--- src/rtl/fwd_pkg.sv ---
// rtl/fwd_pkg.sv - shared select width, register-file select code and entry layout
package fwd_pkg;

  localparam int FWD_SEL_RF = 0;

  // Entry record packed as {rem, addr, valid}; widths follow the top-level parameters.
  localparam int ENT_VALID_BIT = 0;
  localparam int ENT_ADDR_LSB  = 1;

  function automatic int selW(input int depth);
    return $clog2(depth + 1);
  endfunction

  function automatic int entRemLsb(input int addrW);
    return 1 + addrW;
  endfunction

  function automatic int entryW(input int addrW, input int latW);
    return 1 + addrW + latW;
  endfunction

endpackage

--- src/rtl/fwd_match.sv ---
// rtl/fwd_match.sv - youngest-producer match for one source operand
module fwd_match
  import fwd_pkg::*;
#(
  parameter int DEPTH  = 3,
  parameter int ADDR_W = 5,
  parameter int SEL_W  = 2
) (
  input  logic [DEPTH-1:0]        entValid,
  input  logic [DEPTH*ADDR_W-1:0] entAddr,
  input  logic [DEPTH-1:0]        entReady,
  input  logic [ADDR_W-1:0]       srcAddr,
  output logic [SEL_W-1:0]        sel,
  output logic                    busy
);

  logic hit;

  // The first hit (youngest stage) decides; an older ready copy never overrides it.
  always_comb begin
    sel  = SEL_W'(FWD_SEL_RF);
    busy = 1'b0;
    hit  = 1'b0;
    for (int k = 0; k < DEPTH; k++) begin
      if (!hit && entValid[k] && (srcAddr != '0) &&
          (entAddr[k*ADDR_W +: ADDR_W] == srcAddr)) begin
        hit = 1'b1;
        if (entReady[k]) sel = SEL_W'(k + 1);
        else             busy = 1'b1;
      end
    end
  end

endmodule

--- src/rtl/forward_scoreboard.sv ---
// rtl/forward_scoreboard.sv - producer stage tracker with forward select and stall; FWD_STALL_CNT_EN adds stall_cnt
module forward_scoreboard
  import fwd_pkg::*;
#(
  parameter  int NUM_SRC = 2,
  parameter  int DEPTH   = 3,
  parameter  int ADDR_W  = 5,
  parameter  int LAT_W   = 2,
  localparam int SEL_W   = selW(DEPTH)
) (
  input  logic                      clk,
  input  logic                      rst_n,
  input  logic                      iss_valid,
  input  logic [NUM_SRC*ADDR_W-1:0] iss_src_addr,
  input  logic                      iss_dst_we,
  input  logic [ADDR_W-1:0]         iss_dst_addr,
  input  logic [LAT_W-1:0]          iss_lat,
  input  logic                      advance,
  input  logic                      flush,
  output logic [NUM_SRC*SEL_W-1:0]  fwd_sel,
  output logic                      stall
`ifdef FWD_STALL_CNT_EN
  ,output logic [31:0]              stall_cnt
`endif
);

  localparam int EW = entryW(ADDR_W, LAT_W);
  localparam int RL = entRemLsb(ADDR_W);

  logic [EW-1:0]           ent [DEPTH];
  logic [EW-1:0]           issEnt;
  logic [DEPTH-1:0]        entValid;
  logic [DEPTH-1:0]        entReady;
  logic [DEPTH*ADDR_W-1:0] entAddr;
  logic [NUM_SRC-1:0]      srcBusy;

  function automatic logic [EW-1:0] age(input logic [EW-1:0] e);
    logic [EW-1:0] r;
    r = e;
    if (e[RL +: LAT_W] != '0) r[RL +: LAT_W] = e[RL +: LAT_W] - LAT_W'(1);
    return r;
  endfunction

  always_comb begin
    entValid = '0;
    entReady = '0;
    entAddr  = '0;
    for (int k = 0; k < DEPTH; k++) begin
      entValid[k]                  = ent[k][ENT_VALID_BIT];
      entAddr[k*ADDR_W +: ADDR_W]  = ent[k][ENT_ADDR_LSB +: ADDR_W];
      entReady[k]                  = (ent[k][RL +: LAT_W] == '0);
    end
  end

  always_comb begin
    issEnt                          = '0;
    issEnt[ENT_VALID_BIT]           = iss_valid & iss_dst_we & (iss_dst_addr != '0);
    issEnt[ENT_ADDR_LSB +: ADDR_W]  = iss_dst_addr;
    issEnt[RL +: LAT_W]             = iss_lat;
  end

  for (genvar s = 0; s < NUM_SRC; s++) begin : gMatch
    fwd_match #(
      .DEPTH  (DEPTH),
      .ADDR_W (ADDR_W),
      .SEL_W  (SEL_W)
    ) uMatch (
      .entValid (entValid),
      .entAddr  (entAddr),
      .entReady (entReady),
      .srcAddr  (iss_src_addr[s*ADDR_W +: ADDR_W]),
      .sel      (fwd_sel[s*SEL_W +: SEL_W]),
      .busy     (srcBusy[s])
    );
  end

  assign stall = iss_valid & (|srcBusy);

  // A stalled or flushed issue slot enters stage 1 as a bubble.
  always_ff @(posedge clk or negedge rst_n) begin
    if (!rst_n) begin
      for (int k = 0; k < DEPTH; k++) ent[k] <= '0;
    end else if (advance) begin
      ent[0] <= (stall || flush) ? '0 : issEnt;
      for (int k = 1; k < DEPTH; k++) ent[k] <= age(ent[k-1]);
    end else if (flush) begin
      ent[0][ENT_VALID_BIT] <= 1'b0;
    end
  end

`ifdef FWD_STALL_CNT_EN
  always_ff @(posedge clk or negedge rst_n) begin
    if (!rst_n)                                      stall_cnt <= '0;
    else if (stall && advance && (stall_cnt != '1))  stall_cnt <= stall_cnt + 32'd1;
  end
`endif

endmodule

--- config.mk ---
export PLATFORM = sky130hd
export DESIGN_NAME = forward_scoreboard
export DESIGN_NICKNAME = d
export VERILOG_FILES = /design/src/rtl/fwd_pkg.sv /design/src/rtl/fwd_match.sv /design/src/rtl/forward_scoreboard.sv
export SDC_FILE = /design/constraint.sdc
export NUM_CORES = 1
export LEC_CHECK = 0
export ABC_AREA = 1
export CAP_MARGIN = 5
export CORE_MARGIN = 8
export CORE_UTILIZATION = 48
export DETAILED_ROUTE_END_ITERATION = 10
export GPL_TIMING_DRIVEN = 0
export PLACE_DENSITY = 0.74
export SLEW_MARGIN = 40
export SYNTH_ARGS = -nofsm -noshare
export SYNTH_HDL_FRONTEND = slang
export SYNTH_HIERARCHICAL = 1
export SYNTH_SLANG_ARGS = --single-unit
--- constraint.sdc ---
create_clock -name clk -period 1.54 [get_ports clk]
set_input_delay 0.308 -clock clk [delete_from_list [all_inputs] [get_ports clk]]
set_output_delay 0.308 -clock clk [all_outputs]
set_load 0.02 [all_outputs]
* Word-level counts from Yosys, hierarchy flattened
Index checks and enable logic that the tools add are counted.
** Word-level totals
- Register bits :: 24
- Word-level logic and storage cells :: 77
** Operators by class
- Add/subtract/negate cells :: 2
- Equality and inequality tests :: 6
- Muxes and demuxes :: 31
- Bitwise gates (word level) :: 3
- Reductions and logical operators :: 31
** Operators with widths (count)
- == test 5 bit :: 6
- two-way mux 2 bit :: 11
- two-way mux 1 bit :: 19
- logical AND 1 bit :: 16
- nonzero test 5 bit :: 3
- two-way mux 8 bit :: 1
- zero test 2 bit :: 3
- nonzero test 2 bit :: 3
- zero test 1 bit :: 4
- subtractor 2 x 1 -> 2 bit, second input constant :: 2
- AND 1 bit :: 3
- OR reduction 2 bit :: 1
- logical OR 1 bit :: 1

* Logic depth before layout (Yosys ltp)
Gate-level depths: netlist (run 1).
- Depth after elaboration :: 19
- Gate-level depth with buffers :: 15
- Mapped depth without buffers :: 15

* Hierarchy
Netlist (run 1), hierarchy kept.
** Modules (own cells, without submodules)
- forward_scoreboard :: times used 1, cells each 108, area each 983.4 um2
- fwd_match :: times used 2, cells each 87, area each 376.6 um2

* Worst setup path after synthesis (run 1)
OpenSTA, ideal clock, no wires.
- Path kind :: reg-to-reg
- Start :: reg ent[19] (netlist bit)
- End :: reg ent[17] (netlist bit)
- Library setup time :: 0.126 ns
- Arrival :: 1.648 ns
- Data required time :: 1.414 ns
- Slack :: -0.235 ns
- Cell stages (with the launch flop) :: 13
- Path buffers :: 0
- Path through :: dfrtp_1 -> xnor2_1 -> nand2_1 -> nor2_1 -> nand2_2 -> nand2_1 -> nand2_1 -> nand2_1 -> nor2_1 -> nor2_1 -> nor2_4 -> nand2_1 -> o21ai_0
** On the way
- Word-level cells in the longest chain between the ends :: 17
** RTL lines
- from (decl) :: RTL line forward_scoreboard.sv:30 : logic [EW-1:0] ent [DEPTH];
- == test 5 bit (*) :: RTL line fwd_match.sv:26 : (entAddr[k*ADDR_W +: ADDR_W] == srcAddr)) begin
- logical AND 1 bit (*) :: RTL line fwd_match.sv:25 : if (!hit && entValid[k] && (srcAddr != '0) &&
- two-way mux 1 bit :: RTL line fwd_match.sv:25
- zero test 1 bit :: RTL line fwd_match.sv:25
- logical AND 1 bit (3 in series) :: RTL line fwd_match.sv:25
- two-way mux 1 bit :: RTL line fwd_match.sv:25
- zero test 1 bit :: RTL line fwd_match.sv:25
- logical AND 1 bit (3 in series) :: RTL line fwd_match.sv:25
- two-way mux 1 bit (*) :: RTL line fwd_match.sv:25
- via srcBusy[1] :: RTL line forward_scoreboard.sv:35 : logic [NUM_SRC-1:0] srcBusy;
- OR reduction 2 bit (*) :: RTL line forward_scoreboard.sv:77 : assign stall = iss_valid & (|srcBusy);
- AND 1 bit (*) :: RTL line forward_scoreboard.sv:77
- via stall :: RTL line forward_scoreboard.sv:21 : output logic stall
- logical OR 1 bit (*) :: RTL line forward_scoreboard.sv:84 : ent[0] <= (stall || flush) ? '0 : issEnt;
- two-way mux 8 bit (*) :: RTL line forward_scoreboard.sv:84
The timed path passes the listed nets; every way through them passes the cells marked *.
A chain may end at the register's enable or synchronous reset.

* Final worst setup path (run 1)
- Start :: reg ent[19] (netlist bit)
- End :: out stall
** On the way
- Word-level cells in the longest chain between the ends :: 15
** RTL lines (RTL line)
- == test 5 bit (*) :: fwd_match.sv:26
- logical AND 1 bit (*) :: fwd_match.sv:25
- two-way mux 1 bit :: fwd_match.sv:25
- zero test 1 bit :: fwd_match.sv:25
- logical AND 1 bit (3 in series) :: fwd_match.sv:25
- two-way mux 1 bit :: fwd_match.sv:25
- zero test 1 bit :: fwd_match.sv:25
- logical AND 1 bit (3 in series) :: fwd_match.sv:25
- two-way mux 1 bit (*) :: fwd_match.sv:25
- via srcBusy[1] :: forward_scoreboard.sv:35
- OR reduction 2 bit (*) :: forward_scoreboard.sv:77
- AND 1 bit (*) :: forward_scoreboard.sv:77
- to (decl) :: forward_scoreboard.sv:21
Marks and branches as above.

==> impl_metrics.csv, run 1 <==
group,metric,value,unit
run_status,status,"finished, violations left",
run_status,violations,"negative setup slack",
min_path,hold_path.class,"in -> reg",
yosys,synth_edf_count,0,
yosys,async_reset_ff_frac,1.00,
worst_setup_path,r2r_slack,-300,ps
clocking,root_buffer,"clkbuf_4",
clocking,clk_latency,310,ps
power_and_ir_drop,ir_drop,551,µV
detailed_routing,wl,3990,µm
clocking,clock-sinks,24,
cells_and_area,regMostFlops,"ent",
worst_setup_path,required,1230,ps
timing,fin_ws,-506,ps
worst_setup_path,cp_common_cell,"nand2_1",
detailed_routing,drtIter0Drc,66,
cells_and_area,largest_reg_flops,24,
detailed_routing,via_per_inst,4.62,
placed_design,gp_congestion,0.866,
job,drv_cap,0,
global_routing,antenna_found_initial,0,
yosys,synthesis.nets,305,
timing,fmax,489,MHz
worst_setup_path,cp-startpoint,"ent[19]$_DFFE_PN0P_",
clocking,cts_buffers,3,
cells_and_area,n_antenna_cell,0,
timing,fin_crit,2050,ps
worst_setup_path,startpoint_type,"register",
yosys,ys_top_cells_by_count,"117 x nand2_1, 41 x inv_1, 27 x nor2_1, 24 x dfrtp_1, 14 x nand3_1",
clocking,cts_max_path_buffers,2,
worst_setup_path,path_class,"reg -> out",
power_and_ir_drop,power_density,653,nW/µm²
detailed_routing,drtAntennaViolNets,0,
cells_and_area,post-route-util,0.625,
global_routing,grt_use_total,0.143,
worst_setup_path,crit_path_end_kind,"primary output",
yosys,synth_cells,282,
worst_setup_path,crit_path_cell_trace,"xnor2_1 -> nand2_1 -> nor2_2 -> nand2_2 -> nand2_1 -> nand2_1 -> nand2_2 -> nor2_4 -> nor2_4 -> buf_6",
timing,rsz0062_at_grt,"yes",
cells_and_area,area_delta_synth_final,28.7,%
timing,tightest_slew,519,ps
clocking,h-tree-depth,1,
global_routing,grt_max_degree,25,
die,dieArea,5800,µm²
die,die_h,76.2,µm
yosys,yosysSeqAreaShare,0.346,
yosys,synth-warning-count,6,
clocking,path_clk_slew,120,ps
timing,hold_viol,0,
yosys,ys_ff_latch,24,
worst_setup_path,cpMaxStageDelayCell,"dfrtp_2",
timing,whs,206,ps
placed_design,port_buffers,26,
detailed_routing,wire_per_inst,10.8,µm
yosys,syn_area,1740,µm²
die,core_area,3580,µm²
clocking,cts_tree,"yes",
detailed_routing,firstDrtPassIters,4,
cells_and_area,layout-drive-gt1-share,0.207,
yosys,ys.flop_type,"dfrtp_1",
worst_setup_path,max_stage_delay,470,ps
die,initial_core_util,0.485,
yosys,synth.top_cell.area_share,0.346,
yosys,synth_cell_types,22,
detailed_routing,vias,1713,
placed_design,dpl.hpwl,3120,µm
yosys,synth_top_cell_by_area,"dfrtp_1",
worst_setup_path,cp_max_fo,4,
cells_and_area,reg_top3,"ent (24)",
min_path,worstHoldStart,"advance",
power_and_ir_drop,p_leak,1.20,nW
worst_setup_path,arrival,1740,ps
timing,final-setup-viol-count,13,
yosys,synth.top_cells.by_area,"dfrtp_1 35%, nand2_1 25%, inv_1 8.9%, nor2_1 5.8%, nand3_1 4.0%",
timing,period_share,1.33,
die,rows,22,
global_routing,grt_pass1_vias,1676,
detailed_routing,drc,0,
yosys,yosysMostFrequentCell,"nand2_1",
global_routing,grt_pass1_wl,7070,µm
yosys,synth_area_per_cell,6.16,µm²
timing,maxSlewViolCount,0,
die,die_w,76.2,µm
timing,fin_skew,1.28,ps
die,ios,28,
timing,relSlewSlack,0.654,
cells_and_area,num-nets-final,347,
global_routing,grt-ovfl-total,0,
worst_setup_path,r2r-start,"ent[19]$_DFFE_PN0P_",
[per-layer routing]
| layer | share of wire | routed length, µm | global-route usage | up-vias |
|---|---|---|---|---|
| met2 | 0.48 | 1930 | 0.251 | 35 |
| met4 | 0.014 | 57 | 0.0462 | 0 |
| met1 | 0.47 | 1860 | 0.176 | 748 |
| met5 | 0 | 0 | 0 | - |
| li1 | - | - | - | 925 |
| met3 | 0.036 | 145 | 0.0165 | 5 |
[kinds of logic after synthesis]
group	Yosys count	share of synthesized area
AND/OR/NAND/NOR	181	0.442
buffers and inverters	54	0.128
flip-flops	24	0.346
AO/OA/AOI/OAI	19	0.0634
XOR/XNOR	4	0.0202
[where the power goes]
group,switching [mW],internal (mW)
clock network,0.183,0.145
logic,0.214,0.169
registers,0.0666,0.684
total,0.463,0.998
[per-stage QoR]
step | cells | instance area (µm²) | worst slack [ps] | TNS, ps | power, mW
after detailed placement | 356 | 2070 | -1120 | -9820 | 1.11
after global placement | 356 | 2070 | -1120 | -10920 | 1.10
final | 371 | 2240 | -506 | -4250 | 1.46
after CTS | 370 | 2200 | -510 | -4300 | 1.46
after floorplan | 282 | 1750 | 0.436 | 0 | 0.968
after global routing | 371 | 2240 | -650 | -6370 | 1.55
[worst max-delay path: cells and delay by family (launching register included)]
family | cells | cell delay (ps)
buffers and inverters | 1 | 120
flip-flops | 1 | 470
XOR/XNOR | 1 | 160
AND/OR/NAND/NOR | 8 | 670
[final timing paths]
check	end	cells after the start
setup / recovery	stall	10
hold / removal	ent[18]$_DFFE_PN0P_	2
setup reg to reg	ent[17]$_DFFE_PN0P_	12
hold reg to reg	ent[6]$_DFFE_PN0P_	1
max in group asynchronous	ent[1]$_DFFE_PN0P_	2
min in group asynchronous	ent[19]$_DFFE_PN0P_	2
[cell type report]
cell class,count,area [µm²]
Fill cell,360,1340
Multi-Input combinational cell,204,981
Sequential cell,24,608
Timing Repair Buffer,37,328
Inverter,50,188
Tap cell,48,60.1
Clock buffer,4,36.3
Buffer,4,35.0
[layout by cell type, fill, tap and decap left out, types with 3 or more instances in the layout]
master           instances
nand2_1                111
inv_1                   41
nor2_1                  21
dfrtp_1                 18
buf_4                   11
nand3_1                 11
nand2_2                 10
clkdlybuf4s50_1         10
dlygate4sd2_1           10
inv_2                    9
nor2_2                   9
o21ai_1                  7
buf_6                    6
o21ai_0                  6
dfrtp_2                  6
nor2_4                   4
or2_0                    4
nand4_1                  4
buf_2                    3
nand3b_1                 3
nand3_2                  3
clkbuf_4                 3
a21boi_1                 3
xnor2_1                  3
[what timing repair did]
action / 4_1_cts / 5_1_grt
setup buffers: 9 / 2
pin swaps: 18 / 15
setup endpoints to repair: 13 / 13
hold buffers: 1 / 0
endpoints found under the hold margin: 24 / 0
gates resized for setup: 52 / 10
(Power assumes the default switching activity.)
==> run 2, diff against run 1 <==
Settings changed: ABC_CLOCK_PERIOD_IN_PS set to 1960, CORE_UTILIZATION 48 to 54, PLACE_DENSITY 0.74 to 0.78, SYNTH_HIERARCHICAL 1 to unset.
Clock period 1.54 ns to 1.96 ns, I/O delays scaled along.
==> run 2 against run 1 <==
The flow still finishes with violations (negative setup slack). Clock skew rose by 2.1 ps. Die area is 6.6% lower. Total power shrank 25%. Critical path type unchanged.
==> impl_metrics.csv, run 2 <==
group,metric,value,unit
run_status,status,"finished, violations left",
run_status,violations,"negative setup slack",
global_routing,use_met1,0.239,
power_and_ir_drop,pwr-share-seq,0.528,
cells_and_area,regArea,606,µm²
timing,period_share,1.14,
yosys,synth-warning-count,0,
cells_and_area,fillers,338,
yosys,syn_area,1790,µm²
global_routing,grt_use_total,0.186,
timing,hold_viol,0,
cells_and_area,regMostFlops,"ent",
global_routing,grt_pass1_wl,8010,µm
global_routing,grt.busiest_layer,"met2",
worst_setup_path,required,1570,ps
clocking,root_buffer,"clkbuf_4",
detailed_routing,wl,4500,µm
clocking,cts_buffers,3,
clocking,cts_tree,"yes",
cells_and_area,largest_reg_flops,24,
timing,fin_skew,3.36,ps
worst_setup_path,cp_common_cell,"nand2_2",
yosys,synth.top_cell.area_share,0.335,
worst_setup_path,r2r-start,"ent[18]$_DFFE_PN0P_",
min_path,hold_path.class,"in -> async",
clocking,path_clk_slew,120,ps
worst_setup_path,cp_max_fo,4,
worst_setup_path,worst-path-buf-inv,3,
detailed_routing,vias,1882,
timing,relSlewSlack,0.660,
global_routing,grt_pass1_vias,1846,
yosys,ys.flop_type,"dfrtp_1",
timing,fin_ws,-277,ps
timing,rsz0062_at_grt,"yes",
detailed_routing,via_per_inst,4.90,
clocking,clock-sinks,24,
cells_and_area,n_antenna_cell,0,
cells_and_area,layout_common_cells,"126 x nand2_1, 30 x inv_1, 28 x nor2_1, 20 x dfrtp_1, 18 x o21ai_0",
detailed_routing,firstDrtPassIters,4,
die,initial_core_util,0.550,
worst_setup_path,r2r_slack,230,ps
power_and_ir_drop,p_int,736,µW
placed_design,port_buffers,27,
worst_setup_path,cpMaxStageDelayCell,"dfrtp_1",
placed_design,dpl.hpwl,3540,µm
power_and_ir_drop,power_frac_clock,0.188,
power_and_ir_drop,pwr-share-comb,0.283,
worst_setup_path,arrival,1850,ps
global_routing,grt_max_degree,25,
cells_and_area,num-nets-final,363,
yosys,synth_edf_count,0,
die,ios,28,
cells_and_area,layout-drive-gt1-share,0.183,
detailed_routing,drc,0,
power_and_ir_drop,p_leak,1.19,nW
worst_setup_path,reg2reg_depth,14,
die,rows,21,
clocking,h-tree-depth,1,
cells_and_area,multi_input_area,1000,µm²
worst_setup_path,startpoint_type,"register",
worst_setup_path,max_stage_delay,450,ps
cells_and_area,final_common_cell,"nand2_1",
timing,final-setup-viol-count,5,
worst_setup_path,crit_path_cell_trace,"nand2_1 -> nand2_1 -> clkinv_1 -> nand2_1 -> nor2_2 -> nand2_2 -> nand2_2 -> nand2_2 -> a21oi_2 -> nand2_2 -> nand2_4 -> inv_2 -> buf_6",
yosys,synth_cell_types,20,
clocking,cts_max_path_buffers,2,
timing,tightest_slew,510,ps
cells_and_area,area_delta_synth_final,22.4,%
timing,fmax,447,MHz
yosys,synth_cells,302,
placed_design,gp_congestion,0.909,
timing,fin_crit,2240,ps
timing,maxSlewViolCount,0,
clocking,clk_latency,310,ps
power_and_ir_drop,p_sw,362,µW
worst_setup_path,crit_path_end_kind,"primary output",
power_and_ir_drop,ir_drop,344,µV
detailed_routing,drtAntennaViolNets,0,
global_routing,antenna_found_initial,0,
worst_setup_path,reg2reg_to,"ent[19]$_DFFE_PN0P_",
placed_design,post-place-ws,-1130,ps
yosys,ys_ff_latch,24,
timing,final.setup.tns,-588,ps
die,core_area,3260,µm²
global_routing,grt-ovfl-total,0,
yosys,yosysMostFrequentCell,"nand2_1",
worst_setup_path,worstSetupPathDepth,13,
worst_setup_path,crit_path_end,"stall",
worst_setup_path,path_class,"reg -> out",
cells_and_area,post-route-util,0.673,
detailed_routing,wire_per_inst,11.7,µm
power_and_ir_drop,switching_share,0.330,
global_routing,grtUsageMet3,0.0273,
yosys,yosysSeqAreaShare,0.335,
yosys,ys_top_cells_by_count,"129 x nand2_1, 34 x inv_1, 31 x nor2_1, 24 x dfrtp_1, 20 x o21ai_0",
yosys,synth_area_per_cell,5.93,µm²
die,die_h,73.6,µm
detailed_routing,drtIter0Drc,122,
yosys,synth.top_cells.by_area,"dfrtp_1 34%, nand2_1 27%, inv_1 7.1%, nor2_1 6.5%, o21ai_0 5.6%",
job,drv_cap,0,
power_and_ir_drop,power_density,501,nW/µm²
die,dieArea,5410,µm²
yosys,synthesis.nets,325,
cells_and_area,reg_top3,"ent (24)",
global_routing,use_met2,0.303,
yosys,synth_top_cell_by_area,"dfrtp_1",
yosys,async_reset_ff_frac,1.00,
worst_setup_path,cp-startpoint,"ent[18]$_DFFE_PN0P_",
worst_setup_path,critical_path.top_delay_family,"simple AND/OR/NAND/NOR gates",
die,die_w,73.6,µm
## run 2: cell count changes after synthesis, sizes merged, moves of 2 or more
cell    previous run  this run
inv               50        45
a21boi             4         0
nor2              34        36
nand3b             3         0
clkinv             0         5
nand3             14        17
buf                4         1
o21ai             13        20
clkbuf             0         4
or2                4         0
nand2            122       136
## run 2: through the flow
stage                     total power [mW]  cell area, µm²  hold WS (ps)  instances
after global routing                  1.17            2190          72.9        384
after detailed placement             0.881            2110           390        375
final                                 1.10            2190          38.1        384
after floorplan                      0.762            1790          96.4        302
after global placement               0.874            2120           454        375
after CTS                             1.09            2170          52.2        382
## run 2: worst min path at each step
stage / startpoint / end / slack, ps
floorplan: rst_n / ent[0]$_DFFE_PN0P_ / 100
global placement: ent[10]$_DFFE_PN0P_ / ent[2]$_DFFE_PN0P_ / 450
detailed placement: rst_n / ent[19]$_DFFE_PN0P_ / 390
CTS: rst_n / ent[11]$_DFFE_PN0P_ / 50
global route: rst_n / ent[19]$_DFFE_PN0P_ / 70
finish: rst_n / ent[10]$_DFFE_PN0P_ / 40
## run 2: power groups by stage
| stage | logic [mW] | registers, mW | clock network [mW] |
|---|---|---|---|
| after floorplan | 0.189 | 0.573 | 0 |
| after global placement | 0.291 | 0.583 | 0 |
| after detailed placement | 0.297 | 0.585 | 0 |
| after CTS | 0.302 | 0.578 | 0.208 |
| after global routing | 0.362 | 0.586 | 0.224 |
| final | 0.311 | 0.580 | 0.207 |
## run 2: kinds of logic (layout without fill, tap and decap cells)
family	after synthesis	in the layout	synth area share
AO/OA/AOI/OAI	23	23	0.0692
XOR/XNOR	6	6	0.0293
buffers and inverters	55	91	0.116
flip-flops	24	24	0.335
AND/OR/NAND/NOR	194	194	0.450
## run 2: cell type report
cell class,count,share of cell area
plain buffers,4,0.00685
clock buffers,3,0.0103
inverters,50,0.0856
multi-input cells,223,0.457
flip-flops and latches,24,0.276
well taps,46,0.0263
repair buffers,34,0.138
## run 2: routing by layer
metal / wire length, µm / vias to the layer above
met3: 204 / 14
li1: - / 988
met4: 138 / 0
met5: 0 / -
met1: 2100 / 831
met2: 2060 / 49
## run 2: timing repair
action,4_1_cts,5_1_grt
buffers inserted,5,2
resized for setup,60,13
setup endpoints to repair,8,5
hold buffers,0,0
pin swaps,8,5
endpoints found under the hold margin,0,0
